===== src/rtl/fetch_sequencer.sv =====
// Program-counter and fetch sequencing: PC register, writable branch-target LUT,
// halt detection, start/stall control, sticky done/miss flags and saturating counters.
module fetch_sequencer #(
   parameter int PC_W       = 12,
   parameter int LBL_W      = 8,
   parameter int LUT_DEPTH  = 16,
   parameter int START_ADDR = 0,
   parameter int HALT_ADDR  = 650,
   parameter int CNT_W      = 16
) (
   input  logic                         clk,
   input  logic                         reset,
   input  logic                         start,
   input  logic                         stall,
   input  logic                         branch_taken,
   input  logic [LBL_W-1:0]             branch_label,
   input  logic                         lut_we,
   input  logic [$clog2(LUT_DEPTH)-1:0] lut_waddr,
   input  logic [PC_W-1:0]              lut_wdata,
   output logic [PC_W-1:0]              pc,
   output logic [PC_W-1:0]              pc_plus1,
   output logic                         done,
   output logic                         lut_miss,
   output logic [CNT_W-1:0]             cycle_count,
   output logic [CNT_W-1:0]             instr_count,
   output logic [1:0]                   fsm_state
);

   localparam int IDX_W  = $clog2(LUT_DEPTH);
   localparam int LBL_CW = LBL_W + 1;

   localparam logic [1:0] ST_IDLE   = 2'd0;
   localparam logic [1:0] ST_RUN    = 2'd1;
   localparam logic [1:0] ST_HALTED = 2'd2;

   localparam logic [PC_W-1:0]   START_PC  = PC_W'(START_ADDR);
   localparam logic [PC_W-1:0]   HALT_PC   = PC_W'(HALT_ADDR);
   localparam logic [LBL_CW-1:0] DEPTH_LBL = LBL_CW'(LUT_DEPTH);
   localparam logic [CNT_W-1:0]  CNT_MAX   = {CNT_W{1'b1}};

   logic [1:0]      state;
   logic [1:0]      state_nxt;
   logic [PC_W-1:0] pc_nxt;
   logic [PC_W-1:0] lut [LUT_DEPTH];
   logic            running;
   logic            advance;
   logic            at_halt;
   logic            lut_hit;
   logic            miss_now;

   assign fsm_state = state;
   assign pc_plus1  = pc + PC_W'(1);
   assign running   = (state == ST_RUN);
   assign advance   = running && !stall;
   assign at_halt   = (pc == HALT_PC);
   assign lut_hit   = branch_taken && ({1'b0, branch_label} < DEPTH_LBL);
   assign miss_now  = advance && !at_halt && branch_taken && !lut_hit;

   always_comb begin
      state_nxt = state;
      pc_nxt    = pc;
      case (state)
         ST_IDLE: begin
            if (start) state_nxt = ST_RUN;
         end
         ST_RUN: begin
            if (!stall) begin
               if (at_halt)      state_nxt = ST_HALTED;
               else if (lut_hit) pc_nxt    = lut[branch_label[IDX_W-1:0]];
               else              pc_nxt    = pc_plus1;
            end
         end
         default: begin
         end
      endcase
   end

   always_ff @(posedge clk or negedge reset) begin
      if (!reset) begin
         state       <= ST_IDLE;
         pc          <= START_PC;
         done        <= 1'b0;
         lut_miss    <= 1'b0;
         cycle_count <= '0;
         instr_count <= '0;
      end else begin
         state <= state_nxt;
         pc    <= pc_nxt;
         // HALTED is terminal, so done simply mirrors the registered next state.
         done  <= (state_nxt == ST_HALTED);
         if (miss_now) lut_miss <= 1'b1;
         if (running && (cycle_count != CNT_MAX)) cycle_count <= cycle_count + CNT_W'(1);
         if (advance && (instr_count != CNT_MAX)) instr_count <= instr_count + CNT_W'(1);
      end
   end

   // Non-blocking write gives read-before-write for a same-cycle taken branch.
   always_ff @(posedge clk or negedge reset) begin
      if (!reset) begin
         for (int i = 0; i < LUT_DEPTH; i++) lut[i] <= '0;
      end else if (lut_we) begin
         lut[lut_waddr] <= lut_wdata;
      end
   end

endmodule


===== config.mk =====
export PLATFORM = sky130hd
export DESIGN_NAME = fetch_sequencer
export DESIGN_NICKNAME = d
export VERILOG_FILES = /design/src/rtl/fetch_sequencer.sv
export SDC_FILE = /design/constraint.sdc
export NUM_CORES = 1
export LEC_CHECK = 0
export CAP_MARGIN = 20
export CORE_UTILIZATION = 57
export DETAILED_ROUTE_END_ITERATION = 7
export PLACE_DENSITY = 0.78
export RECOVER_POWER = 100
export SLEW_MARGIN = 10
export SYNTH_ARGS = -nofsm -noshare
export SYNTH_HDL_FRONTEND = slang
export SYNTH_SLANG_ARGS = --single-unit

===== constraint.sdc =====
create_clock -name clk -period 2.3 [get_ports clk]
set_input_delay 0.46 -clock clk [delete_from_list [all_inputs] [get_ports clk]]
set_output_delay 0.46 -clock clk [all_outputs]
set_load 0.01 [all_outputs]

==> out/metrics.yaml <==
run_status:
  status: "finished, violations left"
  violations: "setup timing"
detailed_routing:
  via_per_inst: 6.01
  drt_iter0_drc: 424
  post_drt_wl_per_cell_um: 22.4
  ant_nets: 0
  routed_wl_mm: 27.5
  dr_total_vias: 7392
  drc: 0
  dr.pass1.iters: 6
synth:
  syn_inst: 804
  yosys-top-cells-count: "dfrtp_1, mux2_2, mux4_2"
  yosysTopAreaCellShare: 0.533
  ys_seq_area_frac: 0.533
  avgSynthCellArea_um2: 14.0
  yosysMostFrequentCell: "dfrtp_1"
  yosysTopAreaCell: "dfrtp_1"
  netlist_area_um2: 11300
  ys.flop_type: "dfrtp_1"
  async_flop_share: 1.00
  synth_fp_nets: 838
  synth-edff-count: 0
  synth-seq-cells: 240
  yosysWarnings: 0
  netlist_top_cells_area: "dfrtp_1, mux2_2, mux4_2"
  ys_types: 54
cts:
  clock-sinks: 240
  clkLatencyLatePin_ns: 0.51
  h-tree-depth: 1
  cts_root_buf: "clkbuf_16"
  numCtsBuffers: 25
  cts.path.max_buffers: 3
  clk_pin_slew_ns: 0.06
  cts_tree: "done"
critical_path:
  cp.required_ns: 1.84
  r2r_end: "pc[11]$_DFFE_PN0P_"
  cp.arrival_ns: 1.90
  worstSetupStartpointType: "flip-flop"
  critPathMaxFanout: 4
  rr_startpoint: "pc[0]$_DFFE_PN0P_"
  r2r_slack_ns: 0.07
  path_class: "flip-flop to output port"
  worst_setup_path_end_kind: "output port"
  reg2reg_depth: 8
global_routing:
  grt_pass1_vias: 7921
  grtUsageTotal: 0.286
  antenna_found_initial: 0
  grt_max_degree: 79
  overflow: 0
  grt_pass1_wl_mm: 44.1
worst_hold_path:
  holdPathEnd: "lut_miss$_DFFE_PN0P_"
  hp-class: "flip-flop to flip-flop"
  holdPathStages: 1
  hp-start: "lut_miss$_DFFE_PN0P_"
timing:
  hold_viol: 0
  skew_ns: 0.0102
  fin_crit_ns: 2.36
  whs_ns: 0.460
  max_freq_mhz: 424
  final_max_slew_viol_count: 0
  slew_headroom: 0.266
  tightestPinTransition_ns: 1.10
  finalCritPeriodShare: 1.03
  finalSetupViolCount: 2
  grt_setup_unrepaired: "yes"
  layout_setup_ws_ns: -0.0610
floorplan:
  rows: 51
  dieArea_um2: 20400
  core-area_um2: 19400
  fp.dieH_um: 143
  initial_utilization: 0.581
  dieWidth_um: 143
  io_pins: 90
job:
  drv_cap: 0
finish:
  area_growth_syn_to_layout_pct: 21.0
  final_area_um2: 13700
  diodes: 0
  finalNetCount: 982
  drive_gt1_frac: 0.378
pwr:
  power_leakage_uw: 0.00608
  power_uw: 11100
  power_density_nw_per_um2: 810
  peakVddDrop_mv: 0.620
placement:
  dpl_cell_area_um2: 13000
  dp_hpwl_mm: 18.5
  gp_congestion: 0.883
  io_buffers: 89
flip-flops by register name, summed over array words and instances, names as in the netlist:
register / flops
cycle_count: 16
lut: 192
pc: 12
fsm_state: 2
instr_count: 16
lut_miss: 1
done: 1
report_power, final:
part	internal (µW)	leakage, µW	switching (µW)
Sequential	5010	0.00299	408
Clock	2360	0.000397	1590
Combinational	1060	0.00269	636
Total	8430	0.00608	2630
routing by layer:
metal,part of all wire,routed length (µm),track usage,vias to the layer above
met1,0.41,11300,0.380,3789
met3,0.062,1690,0.0423,57
li1,-,-,-,3274
met5,0,0,0,-
met2,0.50,13700,0.484,272
met4,0.027,737,0.0985,0
worst max-delay path, stage by stage, from the launching register on:
cell     delay (ns)
dfrtp_1        0.42
nand4_1        0.20
or4_4          0.49
xnor2_2        0.14
buf_2          0.14
worst max path at each step:
stage / depth (start not counted) / endpoint / from / slack (ns)
floorplan: 4 / pc_plus1[11] / pc[2]$_DFFE_PN0P_ / 0.31
global placement: 6 / pc[2]$_DFFE_PN0P_ / branch_label[0] / -0.05
detailed placement: 6 / pc[3]$_DFFE_PN0P_ / branch_label[3] / -0.09
CTS: 5 / pc_plus1[4] / pc[0]$_DFFE_PN0P_ / -0.05
global route: 4 / pc_plus1[11] / pc[8]$_DFFE_PN0P_ / -0.1
finish: 4 / pc_plus1[11] / pc[8]$_DFFE_PN0P_ / -0.06
cell type report:
class	instances	area [µm²]
sequential	240	6010
fill	1314	5750
multi-input combinational	503	5040
timing repair buffer	170	1430
clock buffer	37	751
tap	265	332
clock inverter	6	63.8
inverter	8	30.0
cell families after synthesis:
group,synth area share
adder cells (fa/ha/maj),0.00444
flip-flops,0.533
multiplexers,0.302
AND/OR/NAND/NOR,0.0723
AO/OA/AOI/OAI,0.0336
buffers and inverters,0.0274
XOR/XNOR,0.0280
cell usage in the layout, fill, tap and decap left out, drive strengths merged, types with 6 or more instances in the layout:
cell | Yosys | layout
a21oi | 14 | 14
mux2i | 7 | 7
dlygate4sd3 | 0 | 45
mux4 | 48 | 48
xnor2 | 24 | 24
mux2 | 197 | 197
nand4 | 12 | 12
o21ai | 9 | 9
and3 | 6 | 6
nor2 | 30 | 30
a22oi | 11 | 11
xor2 | 12 | 12
nand2 | 35 | 35
nor3 | 15 | 15
dfrtp | 240 | 240
clkbuf | 23 | 70
nand3 | 21 | 21
buf | 30 | 56
inv | 8 | 8
clkdlybuf4s50 | 0 | 31
through the flow:
stage	cells	setup TNS [ns]	worst slack (ns)	util
detailed placement	1176	-0.226	-0.0899	0.670
CTS	1226	-0.0888	-0.0533	0.717
floorplan	804	0	0.314	-
global route	1229	-1.11	-0.0963	0.704
finish	1229	-0.0725	-0.0610	0.704
global placement	1176	-0.114	-0.0467	0.670
repair_timing:
action	in CTS	in global routing
pin swaps	4	3
hold buffers	1	0
buffers inserted	6	3
endpoints found under the hold margin	71	0
setup endpoints to repair	11	9
gates resized for setup	41	13
Power figures use the tool's default switching activity.
